<file path="config.mk">
export PLATFORM = sky130hd
export DESIGN_NAME = power_calc_scheduler
export DESIGN_NICKNAME = d
export VERILOG_FILES = /design/src/rtl/power_calc_scheduler.sv
export SDC_FILE = /design/constraint.sdc
export NUM_CORES = 2
export LEC_CHECK = 0
export ABC_CLOCK_PERIOD_IN_PS = 4400
export CORE_AREA = 2 2 440 442
export DETAILED_ROUTE_END_ITERATION = 12
export DIE_AREA = 0 0 442 444
export GPL_TIMING_DRIVEN = 1
export SETUP_SLACK_MARGIN = 0.02
export SYNTH_ARGS = -nofsm -noshare
export SYNTH_HDL_FRONTEND = slang
export SYNTH_SLANG_ARGS = --single-unit
export TNS_END_PERCENT = 5
</file>
<file path="constraint.sdc">
create_clock -name clk -period 4.4 [get_ports clk]
set_clock_uncertainty 0.2 [all_clocks]
set_input_delay 0.88 -clock clk [delete_from_list [all_inputs] [get_ports clk]]
set_output_delay 0.88 -clock clk [all_outputs]
set_load 0.01 [all_outputs]
</file>
<file path="src/rtl/power_calc_scheduler.sv">
// rtl/power_calc_scheduler.sv - round-robin issue of per-channel power requests onto one pipelined datapath
module power_calc_scheduler #(
  parameter int NCH = 4,
  parameter int LAT = 24,
  parameter int W   = 32
) (
  input  logic               clk,
  input  logic               rst,
  input  logic               en,
  input  logic [NCH-1:0]     req,
  input  logic [NCH*3*W-1:0] ch_v,
  input  logic [NCH*3*W-1:0] ch_i,
  output logic               dp_sta,
  output logic [W-1:0]       dp_va,
  output logic [W-1:0]       dp_vb,
  output logic [W-1:0]       dp_vc,
  output logic [W-1:0]       dp_ia,
  output logic [W-1:0]       dp_ib,
  output logic [W-1:0]       dp_ic,
  input  logic [W-1:0]       dp_p,
  input  logic               dp_done,
  output logic [NCH*W-1:0]   res_p,
  output logic [NCH-1:0]     res_valid,
  output logic [NCH-1:0]     ovr,
  output logic               err,
  input  logic               clear_err,
  output logic               busy
);

  localparam int PW = (NCH > 1) ? $clog2(NCH) : 1;

  logic [NCH-1:0]   pend_q, pend_d;
  logic [PW-1:0]    ptr_q, ptr_d;
  logic [3*W-1:0]   hold_v_q [NCH];
  logic [3*W-1:0]   hold_v_d [NCH];
  logic [3*W-1:0]   hold_i_q [NCH];
  logic [3*W-1:0]   hold_i_d [NCH];
  logic             dp_sta_q, dp_sta_d;
  logic [PW-1:0]    dp_ch_q, dp_ch_d;
  logic [3*W-1:0]   dp_v_q, dp_v_d, dp_i_q, dp_i_d;
  logic [LAT-1:0]   tag_v_q, tag_v_d;
  logic [PW-1:0]    tag_c_q [LAT];
  logic [PW-1:0]    tag_c_d [LAT];
  logic [NCH*W-1:0] res_p_q, res_p_d;
  logic [NCH-1:0]   res_valid_q, res_valid_d;
  logic [NCH-1:0]   ovr_q, ovr_d, ovr_set;
  logic             err_q, err_d, err_set;
  logic             busy_q, busy_d;
  logic             gnt_any;
  logic [PW-1:0]    gnt_ch, scan_idx;

  // First pending channel at or after ptr, wrapping.
  always_comb begin
    gnt_any  = 1'b0;
    gnt_ch   = '0;
    scan_idx = '0;
    for (int i = 0; i < NCH; i++) begin
      scan_idx = PW'((int'(ptr_q) + i) % NCH);
      if (en && !gnt_any && pend_q[scan_idx]) begin
        gnt_any = 1'b1;
        gnt_ch  = scan_idx;
      end
    end
  end

  always_comb begin
    pend_d   = pend_q;
    ptr_d    = ptr_q;
    hold_v_d = hold_v_q;
    hold_i_d = hold_i_q;
    ovr_set  = '0;
    dp_sta_d = gnt_any;
    dp_ch_d  = dp_ch_q;
    dp_v_d   = dp_v_q;
    dp_i_d   = dp_i_q;
    if (gnt_any) begin
      dp_ch_d = gnt_ch;
      dp_v_d  = hold_v_q[gnt_ch];
      dp_i_d  = hold_i_q[gnt_ch];
      ptr_d   = PW'((int'(gnt_ch) + 1) % NCH);
    end
    // A request landing on its own grant cycle refills the hold slot being issued.
    for (int c = 0; c < NCH; c++) begin
      if (gnt_any && gnt_ch == PW'(c)) pend_d[c] = 1'b0;
      if (req[c]) begin
        if (!pend_q[c] || (gnt_any && gnt_ch == PW'(c))) begin
          pend_d[c]   = 1'b1;
          hold_v_d[c] = ch_v[c*3*W +: 3*W];
          hold_i_d[c] = ch_i[c*3*W +: 3*W];
        end else begin
          ovr_set[c] = 1'b1;
        end
      end
    end

    tag_v_d    = {tag_v_q[LAT-2:0], dp_sta_q};
    tag_c_d[0] = dp_ch_q;
    for (int k = 1; k < LAT; k++) tag_c_d[k] = tag_c_q[k-1];

    res_p_d     = res_p_q;
    res_valid_d = '0;
    err_set     = dp_done != tag_v_q[LAT-1];
    for (int c = 0; c < NCH; c++) begin
      if (dp_done && tag_v_q[LAT-1] && tag_c_q[LAT-1] == PW'(c)) begin
        res_p_d[c*W +: W] = dp_p;
        res_valid_d[c]    = 1'b1;
      end
    end

    ovr_d  = (clear_err ? '0 : ovr_q) | ovr_set;
    err_d  = (err_q && !clear_err) || err_set;
    busy_d = (|pend_d) || dp_sta_d || (|tag_v_d);
  end

  always_ff @(posedge clk or negedge rst) begin
    if (!rst) begin
      pend_q      <= '0;
      ptr_q       <= '0;
      dp_sta_q    <= 1'b0;
      dp_ch_q     <= '0;
      dp_v_q      <= '0;
      dp_i_q      <= '0;
      tag_v_q     <= '0;
      res_p_q     <= '0;
      res_valid_q <= '0;
      ovr_q       <= '0;
      err_q       <= 1'b0;
      busy_q      <= 1'b0;
      for (int c = 0; c < NCH; c++) begin
        hold_v_q[c] <= '0;
        hold_i_q[c] <= '0;
      end
      for (int k = 0; k < LAT; k++) tag_c_q[k] <= '0;
    end else begin
      pend_q      <= pend_d;
      ptr_q       <= ptr_d;
      dp_sta_q    <= dp_sta_d;
      dp_ch_q     <= dp_ch_d;
      dp_v_q      <= dp_v_d;
      dp_i_q      <= dp_i_d;
      tag_v_q     <= tag_v_d;
      res_p_q     <= res_p_d;
      res_valid_q <= res_valid_d;
      ovr_q       <= ovr_d;
      err_q       <= err_d;
      busy_q      <= busy_d;
      hold_v_q    <= hold_v_d;
      hold_i_q    <= hold_i_d;
      tag_c_q     <= tag_c_d;
    end
  end

  assign dp_sta    = dp_sta_q;
  assign dp_va     = dp_v_q[0   +: W];
  assign dp_vb     = dp_v_q[W   +: W];
  assign dp_vc     = dp_v_q[2*W +: W];
  assign dp_ia     = dp_i_q[0   +: W];
  assign dp_ib     = dp_i_q[W   +: W];
  assign dp_ic     = dp_i_q[2*W +: W];
  assign res_p     = res_p_q;
  assign res_valid = res_valid_q;
  assign ovr       = ovr_q;
  assign err       = err_q;
  assign busy      = busy_q;

endmodule

</file>
After elaboration in Yosys (flattened, before gate mapping)
Index checks and enable logic that the tools add are counted.
{"block": "word_totals", "in_bits": 809, "regBits": 1179}
{"block": "classes", "n_addsub": 4, "eq_ne": 7, "bitwise_logic": 2, "reduce_logical": 40, "mux": 47, "magnitude_cmp": 5}
{"op": "$bmux W96 S2", "count": 2}
{"op": "$mux W96", "count": 4}
{"op": "$mux W1", "count": 32}
{"op": "$reduce_or A24 Y1", "count": 1}
{"op": "$logic_and A1 B1 Y1", "count": 17}
{"op": "$lt A2 B3 Y1 const B", "count": 4}
{"op": "$bmux W1 S2", "count": 4}
{"op": "$eq A2 B2 Y1 const B", "count": 4}
{"op": "$logic_not A1 Y1", "count": 8}
{"op": "$mux W2", "count": 4}
{"op": "$reduce_and A2 Y1", "count": 4}
{"op": "$logic_or A1 B1 Y1", "count": 7}
{"op": "$add A2 B1 Y2 const B", "count": 2}
{"op": "$add A2 B2 Y2 const B", "count": 2}
{"op": "$eq A2 B1 Y1 const B", "count": 2}
{"op": "$logic_not A2 Y1", "count": 2}
{"op": "$mux W4", "count": 1}
{"op": "$or A4 B4 Y4", "count": 1}
{"op": "$reduce_or A4 Y1", "count": 1}
{"op": "$ge A3 B3 Y1 const B", "count": 1}
{"op": "$not A2 Y3", "count": 1}
{"op": "$ne A1 B1 Y1", "count": 1}

Logic depth before layout (Yosys ltp)
{"block": "logic_depth", "ltp_word": 24, "mapped_depth": 10}

Least setup slack after synthesis
OpenSTA, ideal clock, no wires.
{"block": "synth_path", "path_type": "input-to-reg", "startpoint": "input port en", "endpoint": "register hold_i_q[343] (netlist name)", "cell_stages": 9, "n_path_buf": 3, "setup_ns": 0.125, "slack_ns": 1.343, "required_time_ns": 4.075, "arrival_time_ns": 2.733, "path_cell_list": "inv_1 > a21oi_1 > nor2b_1 > clkbuf_1 > o21ai_0 > a31oi_1 > clkbuf_1 > buf_4 > mux2_2"}
{"block": "synth_via", "elab_chain_cells": 18, "elab_cells_between_ends": 22}
{"item": "start, declared", "line": "9", "text": "input logic en,"}
{"item": "$logic_and A1 B1 Y1", "line": "59", "text": "if (en && !gnt_any && pend_q[scan_idx]) begin"}
{"item": "$mux W1", "line": "59"}
{"item": "$logic_not A1 Y1", "line": "59"}
{"item": "$logic_and A1 B1 Y1 (2 in a row)", "line": "59"}
{"item": "$mux W1", "line": "59"}
{"item": "$logic_not A1 Y1", "line": "59"}
{"item": "$logic_and A1 B1 Y1 (2 in a row)", "line": "59"}
{"item": "$mux W1", "line": "59"}
{"item": "$logic_not A1 Y1", "line": "59"}
{"item": "$logic_and A1 B1 Y1 (2 in a row)", "line": "59"}
{"item": "$mux W2", "line": "59"}
{"item": "$logic_not A2 Y1", "line": "86", "text": "if (!pend_q[c] || (gnt_any && gnt_ch == PW'(c))) begin"}
{"item": "$logic_and A1 B1 Y1 (*)", "line": "86"}
{"item": "$logic_or A1 B1 Y1 (*)", "line": "86"}
{"item": "$reduce_and A2 Y1 (no source line) (*)"}
{"item": "end signal, assigned", "line": "148", "text": "hold_i_q <= hold_i_d;"}
{"item": "end, declared", "line": "36", "text": "logic [3*W-1:0] hold_i_q [NCH];"}
Every way passes the cells marked *; elsewhere a longest branch is shown, timed or not.
A chain may end at the register's enable or synchronous reset.

Worst setup path after layout
{"block": "layout_path", "startpoint": "register pend_q[0]", "endpoint": "register dp_i_q[47]"}
{"block": "layout_via", "elab_chain_cells": 20, "elab_cells_between_ends": 30}
{"item": "start, declared", "line": "32", "text": "logic [NCH-1:0] pend_q, pend_d;"}
{"item": "start signal, assigned", "line": "135", "text": "pend_q <= pend_d;"}
{"item": "$bmux W1 S2", "line": "59"}
{"item": "$mux W1 (not written as such)", "line": "59"}
{"item": "$logic_and A1 B1 Y1", "line": "59"}
{"item": "$mux W1", "line": "59"}
{"item": "$logic_not A1 Y1", "line": "59"}
{"item": "$logic_and A1 B1 Y1 (2 in a row)", "line": "59"}
{"item": "$mux W1", "line": "59"}
{"item": "$logic_not A1 Y1", "line": "59"}
{"item": "$logic_and A1 B1 Y1 (2 in a row)", "line": "59"}
{"item": "$mux W1", "line": "59"}
{"item": "$logic_not A1 Y1", "line": "59"}
{"item": "$logic_and A1 B1 Y1 (2 in a row)", "line": "59"}
{"item": "$mux W2", "line": "59"}
{"item": "$not A2 Y3 (not written as such)", "line": "79", "text": "dp_i_d = hold_i_q[gnt_ch];"}
{"item": "$bmux W96 S2", "line": "79"}
{"item": "$mux W96 (not written as such) (2 in a row)", "line": "79"}
{"item": "end signal, assigned", "line": "140", "text": "dp_i_q <= dp_i_d;"}
{"item": "end, declared", "line": "40", "text": "logic [3*W-1:0] dp_v_q, dp_v_d, dp_i_q, dp_i_d;"}
Several ways; a longest one is shown, not always the timed one. The select of a mux whose other input is x is not followed.

==> results.sh <==
export IMPL_status="finished, final reports clean"
export IMPL_hold_ws_ns=0.132
export IMPL_cp_slowest_stage_delay_ns=0.70
export IMPL_gp_congestion=0.895
export IMPL_fmax_ghz=0.288
export IMPL_swShare_pct=34.3
export IMPL_hold_viol=0
export IMPL_cts_tree="built"
export IMPL_crit_slowest_cell="a211oi_1"
export IMPL_first_iter_violations=1790
export IMPL_setup_tns_ns=0
export IMPL_ys_ff_latch=1179
export IMPL_clk_latency_ns=0.81
export IMPL_drv_cap=0
export IMPL_synthTopCellsByArea="dfrtp_1 62%, mux2_2 20%, nand2_1 4.6%"
export IMPL_worst_setup_path_start_kind="flip-flop"
export IMPL_syn_area_per_cell_um2=12.9
export IMPL_yosysSeqAreaShare_pct=61.7
export IMPL_hold_class="reg2reg"
export IMPL_min_period_over_period_pct=78.8
export IMPL_multi_input_comb_area_mm2=0.0171
export IMPL_slew_viol_final=0
export IMPL_cp_end_kind="flip-flop"
export IMPL_root_buffer="clkbuf_16"
export IMPL_grt_pass1_wl_mm=268
export IMPL_crit_family="compound AO/OA/AOI/OAI gates"
export IMPL_clk_pin_slew_ns=0.06
export IMPL_wire_per_inst_um=25.0
export IMPL_p_per_area_mw_per_mm2=749
export IMPL_grt_ovfl_total=0
export IMPL_wl_mm=188
export IMPL_syn_nets=4519
export IMPL_initial_core_util_pct=25.0
export IMPL_drive_gt1_share_pct=24.3
export IMPL_port_buffers=1139
export IMPL_die_w_um=442
export IMPL_leakage_uw=0.0286
export IMPL_combPwrFrac_pct=38.2
export IMPL_cts_buffer_depth=3
export IMPL_path_cells="nor2_1 -> mux4_2 -> o31ai_4 -> buf_4 -> nand2_4 -> buf_12 -> buf_4 -> a211oi_1 -> a311oi_1"
export IMPL_antenna_left=0
export IMPL_viasPerCell=4.68
export IMPL_htree_levels=4
export IMPL_synthesis_area_mm2=0.0478
export IMPL_cts_setup_buffers=0
export IMPL_nets=5667
export IMPL_cp_common_cell="buf_4"
export IMPL_critPathRequiredTime_ns=4.82
export IMPL_fin_total_pwr_uw=50700
export IMPL_mostFrequentLayoutCells="1,179 x dfrtp_1, 1,138 x clkdlybuf4s50_1, 832 x mux2_2, 580 x nand2_1, 197 x nor2_1"
export IMPL_seq_area_mm2=0.0295
export IMPL_crit_fanout=26
export IMPL_cts_sinks=1179
export IMPL_num_vias=35300
export IMPL_firstDrtPassIters=6
export IMPL_die_h_um=444
export IMPL_drc_errors=0
export IMPL_worstMarginPinSlew_ns=1.28
export IMPL_fin_util_pct=35.4
export IMPL_grt_start_max_net_pins=123
export IMPL_worstPathBufferInverterCount=3
export IMPL_syn_to_final_growth_pct=41.7
export IMPL_final_min_clock_period_ns=3.47
export IMPL_ys_dominant_reg_cell="dfrtp_1"
export IMPL_track_usage_pct=18.7
export IMPL_peakVddDrop_v=0.000504
export IMPL_yosysTopAreaCell="dfrtp_1"
export IMPL_rsz0062_at_grt="false"
export IMPL_final_setup_viol_count=0
export IMPL_grt_pass1_vias=37000
export IMPL_antenna_found_initial=61
export IMPL_synth_cell_types=43
export IMPL_power_frac_clock_pct=23.2
export IMPL_crit_type="reg2reg"
export IMPL_p_int_uw=33300
export IMPL_fill_cells=18900
export IMPL_place_hpwl_mm=137
export IMPL_cts_buffers=139
export IMPL_ys_warn_count=0
export IMPL_core_mm2=0.192
export IMPL_crit_arrival_ns=3.89
export IMPL_row_count=161
export IMPL_pin_count=1140
export IMPL_synthCells=3709
export IMPL_p_sw_uw=17400
export IMPL_synth_edf_count=0
export IMPL_seq_power_share_pct=38.6
export IMPL_dieArea_mm2=0.196
export IMPL_netlist_area_leader_share_pct=61.7
export IMPL_synth_async_reset_ratio_pct=100
export IMPL_slew_headroom_pct=14.4
export IMPL_layout_commonest_cell="dfrtp_1"
==> final timing paths <==
check                                       from                   endpoint  slack [ns]  cells after the start
setup / recovery             pend_q[0]$_DFF_PN0_     dp_i_q[47]$_DFFE_PN0P_        0.93                      9
hold / removal             tag_c_d[21]$_DFF_PN0_      tag_c_d[19]$_DFF_PN0_        0.13                      0
setup reg to reg             pend_q[0]$_DFF_PN0_     dp_i_q[47]$_DFFE_PN0P_        0.93                      9
hold reg to reg            tag_c_d[21]$_DFF_PN0_      tag_c_d[19]$_DFF_PN0_        0.13                      0
max in group asynchronous                    rst  hold_i_q[269]$_DFFE_PN0P_        2.28                      4
min in group asynchronous                    rst   hold_v_q[50]$_DFFE_PN0P_        0.46                      2
==> power groups by stage <==
| stage | Clock [uW] | Sequential, uW | Combinational [uW] |
|---|---|---|---|
| after floorplan | 0 | 19100 | 10300 |
| after global placement | 0 | 19600 | 19300 |
| after detailed placement | 0 | 19700 | 19700 |
| after CTS | 12100 | 19600 | 19700 |
| after global routing | 12500 | 20200 | 20800 |
| final | 11800 | 19600 | 19400 |
==> layer usage <==
metal,global-route usage (%),wire [um],up-vias
met1,21.0,71200,18200
li1,-,-,15500
met4,8.95,8470,20
met3,5.09,11700,340
met2,32.7,96600,1122
met5,0,135,-
==> cells in the mapped netlist, types with 13 or more instances <==
library cell / n
a211oi_1: 192
a311oi_1: 192
and3_1: 192
buf_2: 92
buf_4: 19
clkbuf_1: 158
dfrtp_1: 1179
inv_1: 13
mux2_2: 832
nand2_1: 583
nor2_1: 197
==> sequential cells by signal, summed over array words and instances (netlist names), 2 cells and up <==
| signal | flops |
|---|---|
| dp_i_q | 96 |
| pend_q | 4 |
| ovr | 4 |
| dp_ch_q | 2 |
| tag_v_q | 24 |
| hold_i_q | 384 |
| ptr_q | 2 |
| hold_v_q | 384 |
| tag_c_q | 2 |
| res_p | 128 |
| dp_v_q | 96 |
| res_valid | 4 |
| tag_c_d | 46 |
==> timing repair <==
| item | 4_1_cts | 5_1_grt |
|---|---|---|
| hold buffers | 1 | 0 |
| gates resized for setup | 0 | 0 |
| hold endpoints to repair | 70 | 0 |
==> cell families after synthesis <==
family	after synthesis	synth area share, %
AOI/OAI and AO/OA	408	6.92
xor gates and xnor gates	2	0.0366
adders and majority gates	1	0.0262
buffers and inverters	288	2.65
DFF	1179	61.7
muxes	835	19.7
and+or+nand+nor	996	8.98
==> through the flow <==
stage          worst slack, ns  cells  cell area (um^2)
6_report                 0.933   7527             67700
5_1_grt                  0.716   7525             67700
4_1_cts                  0.785   7488             67600
3_5_place_dp             0.199   7241             63000
3_3_place_gp             0.174   7241             63000
2_1_floorplan             1.34   3709             47800
==> final cells by class <==
class	count	area share, %
Sequential cell	1179	43.6
Multi-Input combinational cell	2242	25.3
Timing Repair Buffer	1282	19.4
Clock buffer	203	5.99
Tap cell	2526	4.67
Clock inverter	43	0.874
Antenna cell	39	0.144
Inverter	13	0.0720
No activity file was read; power rests on OpenSTA's default activity.
